==> src/rtl/pix_pkg.sv <==
// Shared types and sizes for the SRAM pixel port.
//   PIX_W    bits per pixel
//   MAX_PIX  pixels per burst (buffer depth)
//   ADDR_W   SRAM address width
package pix_pkg;

  localparam int unsigned PIX_W   = 8;
  localparam int unsigned MAX_PIX = 20;
  localparam int unsigned ADDR_W  = 32;

  typedef logic [7:0] pixel_t;
  typedef pixel_t [19:0] pixbuf_t;

  typedef enum logic [2:0] {
    IDLE,
    READ,
    DRAIN,
    WRITE,
    RESP
  } state_t;

endpackage

==> src/rtl/grey_conv.sv <==
// RGB to greyscale converter: pix_c = (R + 2*G + B) >> 2, 10-bit sum truncated to 8 bits.
// Only present in GREYSCALE_EN builds.
//   rgb    in  24  R=[23:16], G=[15:8], B=[7:0]
//   pix_c  out 8   greyscale pixel (combinational)
`ifdef GREYSCALE_EN
module grey_conv
  import pix_pkg::*;
(
  input  logic [23:0] rgb,
  output pixel_t      pix_c
);

  logic [9:0] sum;

  // Worst case 4*255 = 1020 fits in 10 bits.
  assign sum   = 10'(rgb[23:16]) + 10'({rgb[15:8], 1'b0}) + 10'(rgb[7:0]);
  assign pix_c = sum[9:2];

endmodule
`endif

==> src/rtl/sram_pixel_port.sv <==
// SRAM-side responder for pixel buffer burst requests.
// Accepts one read or write burst of 0..20 pixels, issues one SRAM access per
// cycle, packs read pixels into rdata and pulses done at completion.
// Optional build macro GREYSCALE_EN: read pixels are greyscale of the RGB word,
// otherwise the low byte of sram_rdata is used.
// Ports:
//   clk, rst                    clock, async active-high reset
//   req_valid/req_ready         request handshake (ready == idle)
//   req_write, req_addr,        burst direction, start address,
//   req_count, wdata            pixel count (clamped to 20), write pixels
//   rdata, done                 packed read pixels, completion pulse
//   sram_addr, sram_rd_en,      SRAM address and strobes
//   sram_wr_en, sram_wdata
//   sram_rdata                  SRAM RGB read data, valid the cycle after rd_en
module sram_pixel_port
  import pix_pkg::*;
(
  input  logic                       clk,
  input  logic                       rst,
  input  logic                       req_valid,
  output logic                       req_ready,
  input  logic                       req_write,
  input  logic [ADDR_W-1:0]          req_addr,
  input  logic [4:0]                 req_count,
  input  logic [MAX_PIX*PIX_W-1:0]   wdata,
  output logic [MAX_PIX*PIX_W-1:0]   rdata,
  output logic                       done,
  output logic [ADDR_W-1:0]          sram_addr,
  output logic                       sram_rd_en,
  output logic                       sram_wr_en,
  output logic [PIX_W-1:0]           sram_wdata,
  input  logic [23:0]                sram_rdata
);

  state_t            state;
  logic [ADDR_W-1:0] base;
  logic [4:0]        cnt;
  logic [4:0]        idx;
  pixbuf_t           wbuf;
  logic              cap_pending;
  logic [4:0]        cap_idx;
  logic [4:0]        cnt_clamp_c;
  pixel_t            pix_c;

  assign cnt_clamp_c = (req_count > 5'(MAX_PIX)) ? 5'(MAX_PIX) : req_count;

  // Pixel extraction from the SRAM word.
`ifdef GREYSCALE_EN
  grey_conv u_grey_conv (
    .rgb   (sram_rdata),
    .pix_c (pix_c)
  );
`else
  logic unused_rgb;
  assign unused_rgb = ^sram_rdata[23:8];
  assign pix_c      = sram_rdata[7:0];
`endif

  // Burst sequencer; idx counts accesses already issued.
  always_ff @(posedge clk or posedge rst) begin
    if (rst) begin
      state       <= IDLE;
      req_ready   <= 1'b1;
      done        <= 1'b0;
      sram_rd_en  <= 1'b0;
      sram_wr_en  <= 1'b0;
      sram_addr   <= '0;
      sram_wdata  <= '0;
      rdata       <= '0;
      base        <= '0;
      cnt         <= '0;
      idx         <= '0;
      wbuf        <= '0;
      cap_pending <= 1'b0;
      cap_idx     <= '0;
    end else begin
      // Read data returns one cycle after the strobe; remember which slot.
      cap_pending <= sram_rd_en;
      cap_idx     <= idx - 5'd1;

      case (state)
        IDLE: begin
          if (req_valid) begin
            req_ready <= 1'b0;
            base      <= req_addr;
            cnt       <= cnt_clamp_c;
            if (req_write) wbuf <= wdata;
            if (cnt_clamp_c == 5'd0) begin
              state <= RESP;
              done  <= 1'b1;
            end else if (req_write) begin
              state      <= WRITE;
              sram_wr_en <= 1'b1;
              sram_addr  <= req_addr;
              sram_wdata <= wdata[PIX_W-1:0];
              idx        <= 5'd1;
            end else begin
              state      <= READ;
              rdata      <= '0;
              sram_rd_en <= 1'b1;
              sram_addr  <= req_addr;
              idx        <= 5'd1;
            end
          end
        end

        READ: begin
          if (idx == cnt) begin
            state      <= DRAIN;
            sram_rd_en <= 1'b0;
          end else begin
            sram_addr <= base + ADDR_W'(idx);
            idx       <= idx + 5'd1;
          end
        end

        // Last pixel is captured on this edge.
        DRAIN: begin
          state <= RESP;
          done  <= 1'b1;
        end

        WRITE: begin
          if (idx == cnt) begin
            state      <= RESP;
            sram_wr_en <= 1'b0;
            done       <= 1'b1;
          end else begin
            sram_addr  <= base + ADDR_W'(idx);
            sram_wdata <= wbuf[idx];
            idx        <= idx + 5'd1;
          end
        end

        RESP: begin
          state     <= IDLE;
          done      <= 1'b0;
          req_ready <= 1'b1;
        end

        default: begin
          state      <= IDLE;
          req_ready  <= 1'b1;
          done       <= 1'b0;
          sram_rd_en <= 1'b0;
          sram_wr_en <= 1'b0;
        end
      endcase

      if (cap_pending) rdata[cap_idx*PIX_W +: PIX_W] <= pix_c;
    end
  end

endmodule

==> config.mk <==
export PLATFORM = sky130hd
export DESIGN_NAME = sram_pixel_port
export DESIGN_NICKNAME = d
export VERILOG_FILES = /design/src/rtl/pix_pkg.sv /design/src/rtl/grey_conv.sv /design/src/rtl/sram_pixel_port.sv
export SDC_FILE = /design/constraint.sdc
export NUM_CORES = 1
export LEC_CHECK = 0
export CAP_MARGIN = 15
export CORE_ASPECT_RATIO = 1.2
export CORE_UTILIZATION = 45
export CTS_CLUSTER_SIZE = 25
export DETAILED_ROUTE_END_ITERATION = 7
export GPL_ROUTABILITY_DRIVEN = 0
export HOLD_SLACK_MARGIN = 0.15
export PLACE_DENSITY = 0.73
export SLEW_MARGIN = 20
export SYNTH_ARGS = -nofsm -noshare
export SYNTH_HDL_FRONTEND = slang
export SYNTH_SLANG_ARGS = --single-unit
==> constraint.sdc <==
create_clock -name clk -period 44.1 [get_ports clk]
set_input_delay 8.82 -clock clk [delete_from_list [all_inputs] [get_ports clk]]
set_output_delay 8.82 -clock clk [all_outputs]
set_load 0.005 [all_outputs]
* Yosys cells after proc, flatten, opt, wreduce, memory -nomap -nowiden
Index checks and enable logic that the tools add are counted.
** Cells by class
- Add/subtract/negate cells :: 4
- $mul :: 0
- Divide/modulo/power cells :: 0
- Order comparisons :: 2
- Equal/unequal tests :: 14
- Shift-type cells :: 2
- Muxes and demuxes :: 43
- Bitwise logic cells :: 4
- Reduce and logical (&&, ||, !) cells :: 17
** Operator list (count)
- 2-to-1 mux 160 bit :: 5
- bitwise mux 160 bit :: 1
- variable shift 8 x 34 -> 160 bit (first input constant) :: 1
- indexed part select 8 x 34 -> 160 bit :: 1
- 2-to-1 mux 32 bit :: 3
- case mux 32 bit (2 select lines) :: 1
- binary-select mux 8 bit (select 5 bit) :: 1
- 2-to-1 mux 8 bit :: 5
- negation 8 -> 34 bit :: 1
- adder 32 x 5 -> 32 bit :: 1
- 2-to-1 mux 5 bit :: 4
- inequality test 2 bit (second input constant) :: 9
- case mux 8 bit (2 select lines) :: 1
- AND reduction 5 bit :: 3
- 2-to-1 mux 3 bit :: 4
- case mux 3 bit (4 select lines) :: 1
- 2-to-1 mux 1 bit :: 11
- case mux 5 bit (2 select lines) :: 1
- OR reduction 3 bit :: 3
- AND reduction 4 bit :: 2
- == test 3 x 2 -> 1 bit (second input constant) :: 2
- less-than comparator 5 x 6 -> 1 bit (second input constant) :: 1
- case mux 1 bit (3 select lines) :: 2
- AND reduction 3 bit :: 2
- 15 further kinds :: 20
** Storage, ports and cells
- Register bits after elaboration :: 415
- Latch bits :: 0
- Memory bits (writable) :: 0
- ROM bits :: 0
- Input bits :: 225
- Output and inout bits :: 204
- Logic and storage cells :: 119
- Memories kept :: 0

* Logic depth before layout (Yosys ltp)
- Depth in word-level cells :: 8
- Mapped depth :: 13
- Mapped depth without buffers :: 9

* Worst setup path before layout
OpenSTA, ideal clock, no wires.
- Path kind :: input -> register
- Start :: in req_valid
- End :: reg rdata[136]
- Library setup time :: 140 ps
- Data arrival time :: 10176 ps
- Required time :: 43960 ps
- Slack :: 33783 ps
- Stages on the path :: 9
- Buffers on the path :: 4
- Path through :: nand2b_1 > or3_1 > clkbuf_1 > or3_1 > buf_2 > buf_6 > buf_6 > nand2_1 > mux2i_1
** On the way
- Longest elaborated chain between the ends :: 4
** Ends and longest elaborated chain
- from (decl) :: RTL line sram_pixel_port.sv:20 : input logic req_valid,
- 2-to-1 mux 160 bit (*) :: RTL line sram_pixel_port.sv:83 : if (req_valid) begin
- 2-to-1 mux 160 bit (*) :: RTL line sram_pixel_port.sv:81 : case (state)
- bitwise mux 160 bit :: RTL line sram_pixel_port.sv:150 : if (cap_pending) rdata[cap_idx*PIX_W +: PIX_W] <= pix_c;
- 2-to-1 mux 160 bit (*) :: RTL line sram_pixel_port.sv:150
- to (signal, indexed assignment) :: RTL line sram_pixel_port.sv:150
- to (decl) :: RTL line sram_pixel_port.sv:26 : output logic [MAX_PIX*PIX_W-1:0] rdata,
Mark *: on every way between the ends. The rest lies on a longest branch, timed or not.
A chain may end at the register's enable or synchronous reset.

* Worst setup path after layout
- Start :: in req_count[3]
- End :: reg rdata[10]
** On the way
- Longest elaborated chain between the ends :: 8
** Ends and longest elaborated chain
- from (decl) :: RTL line sram_pixel_port.sv:24 : input logic [4:0] req_count,
- > comparator 5 bit :: RTL line sram_pixel_port.sv:45 : assign cnt_clamp_c = (req_count > 5'(MAX_PIX)) ? 5'(MAX_PIX) : req_count;
- 2-to-1 mux 5 bit (*) :: RTL line sram_pixel_port.sv:45
- logical NOT 5 bit (*) :: RTL line sram_pixel_port.sv:88 : if (cnt_clamp_c == 5'd0) begin
- 2-to-1 mux 160 bit (*) :: RTL line sram_pixel_port.sv:88
- 2-to-1 mux 160 bit (*) :: RTL line sram_pixel_port.sv:83
- 2-to-1 mux 160 bit (*) :: RTL line sram_pixel_port.sv:81
- bitwise mux 160 bit :: RTL line sram_pixel_port.sv:150
- 2-to-1 mux 160 bit (*) :: RTL line sram_pixel_port.sv:150
Marked as above.

==> results.md <==
- The core area is 41800 um2.
- The number of gates resized after CTS was 0.
- The largest total area in the synthesized netlist belongs to sky130_fd_sc_hd__dfrtp_1.
- The maximum clock skew at final layout is 0.0245 ns.
- Clock-pin slew was measured on the worst setup and hold paths at 0.06 ns.
- The fraction of final layout cells with drive strength greater than 1 is 13.9%.
- After detailed routing, the number of remaining DRC violations is 0.
- The share of synthesized area in the top cell type comes to 54.5%.
- Clock tree synthesis inserted a total of 44 buffers.
- The net count after synthesis is 1965.
- The path class of the tightest hold or removal check is reg -> reg.
- The worst-case IR drop observed on VDD is 39.4 uV.
- In this run the critical register-to-register path is launched from cap_idx[0]$_DFF_PP0_.
- In the global route stage, overall resource usage came out at 25.4%.
- The cell count after synthesis came out at 1730.
- The leakage power of the design is 10.7 nW.
- The path with the worst hold slack has its endpoint at cap_pending$_DFF_PP0_.
- The number of hold buffers added after CTS was 0.
- The critical path startpoint category is a primary input.
- The routed via count is 14658.
- Setup slack on the worst reg-to-reg path comes out at 40.11 ns.
- Setup violations remaining at the end of the flow were counted as 0.
- The post-detailed-route count of antenna-violating nets is 0.
- In the post-synthesis netlist, the biggest area contributors are sky130_fd_sc_hd__dfrtp_1 54%, sky130_fd_sc_hd__mux2_2 9.5%, sky130_fd_sc_hd__nand2_1 7.0%.
- The max-slew violation count was 0.
- The fraction of registers with async set or reset after synthesis is 100%.
- The count of routing violations after the opening detailed-route iteration is 773.
- The endpoint identified for the worst register-to-register timing path is rdata[71]$_DFF_PP0_.
- The number of global-route vias before repair is 15134.
- The number of antenna violations at the first check in global routing is 7.
- During I/O placement, the number of pins put on the boundary was 429.
- The number of levels the H-tree was split into is 2.
- The start point of the critical path is req_count[3].
- The origin of the worst min-delay path is sram_rd_en$_DFFE_PP0P_.
- After routing, the total negative slack on setup checks comes to 0 ns.
- The kind of critical path is in -> reg.
- At the end of the flow, the number of nets in the layout was 2319.
- The worst max-slew margin expressed relative to the limit is 24.3%.
- The smallest clock period supported by the final layout is computed as 11.56 ns.
- The placement row count is 82.
- In this run the post-CTS setup repair buffer count came out at 0.
- The transition at the pin with the smallest max-transition slack is 1.13 ns.
- The total overflow left after global routing is 0.
- The full die area is 43100 um2.
- Counting flops and latches in the post-synthesis netlist gives 415.
- The cell depth of the worst min-delay path is 0.
- The wire length of the first global-routing pass is 84400 um.
- The final cycle utilization of the critical path is 26.2%.
- The total power consumption of the routed design is 1.64 mW.
- Data on the critical path arrives at its endpoint at 12.00 ns.
- The Yosys step of the flow raised 0 warnings.
- The number of cells on the worst reg-to-reg path is 8.
- The relative area change from synthesis to final layout is 30.4%.
- Input and output buffers added on the ports amount to 412.
- Summing the sequential cell areas from Yosys gives 54.6% of the chip area.
- After detailed routing, the average wire length per cell comes to 20.6 um.
- STA classifies the critical path endpoint as a flip-flop.
- The maximum clock insertion buffer count is 3.
- The mean area per synthesized cell is 11.0 um2.
- The overall die height is 227 um.
- In the routed layout, each cell is associated on average with a via count of 5.50.
- TritonCTS built the clock tree.
- Clock tree synthesis found a total of 415 sinks.
- Of all nets on the critical path, the largest fanout is 82.
- For this design the ratio of total power to cell area is 66.2 nW/um2.
- Measured along the x axis, the die boundary spans 190 um.
- The number of flops mapped to enable cells by yosys is 0.
- Once layout is complete, the utilization of the core stands at 59.4%.
- Once detailed placement completed, the half-perimeter wirelength came to 38800 um.
- The starting density of the core is 45.5%.
- The pin count of the biggest net entering global routing is 139.
- The flow ran to the end, and the final reports show no timing, DRC or antenna violations.
- The fmax is 86.5 MHz.
- Setup repair after global routing left no endpoint under its margin.
- The later-pin clock latency in the skew report is 0.55 ns.
- The post-detailed-routing wire length is 54900 um.
- The cell area that synthesis handed to floorplanning was 19000 um2.
- For this run, the detailed router's first-pass iteration total came to 5.
- Max-cap violations in this run came to 0.
- The data required time of the worst path is 44.54 ns.
- The cell chosen for the clock root is sky130_fd_sc_hd__clkbuf_16.
- The number of hold violations in the final report came to 0.
- The number of distinct library cells after synthesis is 68.
- For this run, the leading register cell type out of synthesis is sky130_fd_sc_hd__dfrtp_1.
power by group:
group          total [mW]  switching (mW)  leakage, nW  internal, mW
registers           0.631           0.100         5.30         0.530
logic               0.653           0.336         4.74         0.316
clock network       0.360           0.150        0.669         0.210
total                1.64           0.586         10.7          1.06
synth_stat cells, types with 11 or more instances:
master	number
sky130_fd_sc_hd__nand2_1	355
sky130_fd_sc_hd__mux2_2	160
sky130_fd_sc_hd__nand4_1	18
sky130_fd_sc_hd__nand3_1	117
sky130_fd_sc_hd__buf_2	39
sky130_fd_sc_hd__o21ai_0	117
sky130_fd_sc_hd__clkbuf_1	47
sky130_fd_sc_hd__a22oi_1	11
sky130_fd_sc_hd__inv_1	15
sky130_fd_sc_hd__mux2i_1	104
sky130_fd_sc_hd__buf_1	15
sky130_fd_sc_hd__xor2_1	16
sky130_fd_sc_hd__dfrtp_1	414
sky130_fd_sc_hd__mux4_2	24
sky130_fd_sc_hd__nor2_1	56
sky130_fd_sc_hd__a21oi_1	19
sky130_fd_sc_hd__o21ai_1	29
sky130_fd_sc_hd__xnor2_1	19
sky130_fd_sc_hd__o211ai_1	11
sky130_fd_sc_hd__nor3_1	12
placed cells by master (no fill, tap or decap), types with 14 or more instances in the layout:
cell type / count
sky130_fd_sc_hd__dfrtp_1: 412
sky130_fd_sc_hd__clkdlybuf4s50_1: 412
sky130_fd_sc_hd__nand2_1: 354
sky130_fd_sc_hd__mux2_2: 160
sky130_fd_sc_hd__o21ai_0: 117
sky130_fd_sc_hd__nand3_1: 117
sky130_fd_sc_hd__mux2i_1: 104
sky130_fd_sc_hd__nor2_1: 54
sky130_fd_sc_hd__clkbuf_16: 45
sky130_fd_sc_hd__o21ai_1: 29
sky130_fd_sc_hd__mux4_2: 24
sky130_fd_sc_hd__a21oi_1: 19
sky130_fd_sc_hd__xnor2_1: 19
sky130_fd_sc_hd__nand4_1: 18
sky130_fd_sc_hd__xor2_1: 16
sky130_fd_sc_hd__buf_4: 15
sky130_fd_sc_hd__inv_1: 14
how the worst max path moves through the flow:
stage	endpoint	slack [ns]	cells past startpoint
2_1_floorplan	base[0]$_DFFE_PP0P_	23.73	1
3_3_place_gp	wbuf[52]$_DFFE_PP0P_	31.98	6
3_5_place_dp	wbuf[83]$_DFFE_PP0P_	31.94	6
4_1_cts	wbuf[83]$_DFFE_PP0P_	32.51	6
5_1_grt	rdata[11]$_DFF_PP0_	32.31	7
6_report	rdata[10]$_DFF_PP0_	32.54	7
flip-flops by register name (all words and copies together) (netlist names), 3 cells and up:
name,cells
base,32
wbuf,160
sram_wdata,8
cap_idx,5
cnt,5
sram_addr,32
rdata,160
state,3
idx,5
critical path, cell delays in order:
cell and delay [ns]:
sky130_fd_sc_hd__clkdlybuf4s50_1 0.44, sky130_fd_sc_hd__or2_2 0.33, sky130_fd_sc_hd__nor4_2 0.43, sky130_fd_sc_hd__or3_4 0.79, sky130_fd_sc_hd__buf_4 0.71, sky130_fd_sc_hd__nand2_1 0.16, sky130_fd_sc_hd__mux2i_1 0.22
layer usage:
metal  track usage, %  routed length, um
met1             30.1              21000
met2             43.8              27500
met3             6.21               4260
met4             11.2               2180
met5                0                 13
kinds of logic after synthesis:
logic type	after synthesis	share of synthesized area (%)
xor gates and xnor gates	36	1.70
and+or+nand+nor	618	14.6
DFF	415	54.6
buffers and inverters	138	3.57
AOI/OAI and AO/OA	225	7.01
muxes	288	17.8
adders and majority gates	10	0.697
layout make-up:
type,instances,area (um2)
Clock buffer,62,1260
Multi-Input combinational cell,1177,7980
Fill cell,3541,17000
Sequential cell,415,10400
Antenna cell,7,17.5
Tap cell,546,683
Clock inverter,12,124
Timing Repair Buffer,430,4290
Inverter,16,67.6
stage by stage:
stage	hold slack, ns	setup slack (ns)	instances	cell area [um2]
6_report	0.472	32.54	2665	24800
4_1_cts	0.483	32.51	2657	24700
2_1_floorplan	0.411	23.73	1730	19000
3_3_place_gp	0.463	31.98	2583	23400
3_5_place_dp	0.470	31.94	2583	23400
5_1_grt	0.499	32.31	2663	24800
No activity file was read; power rests on OpenSTA's default activity.
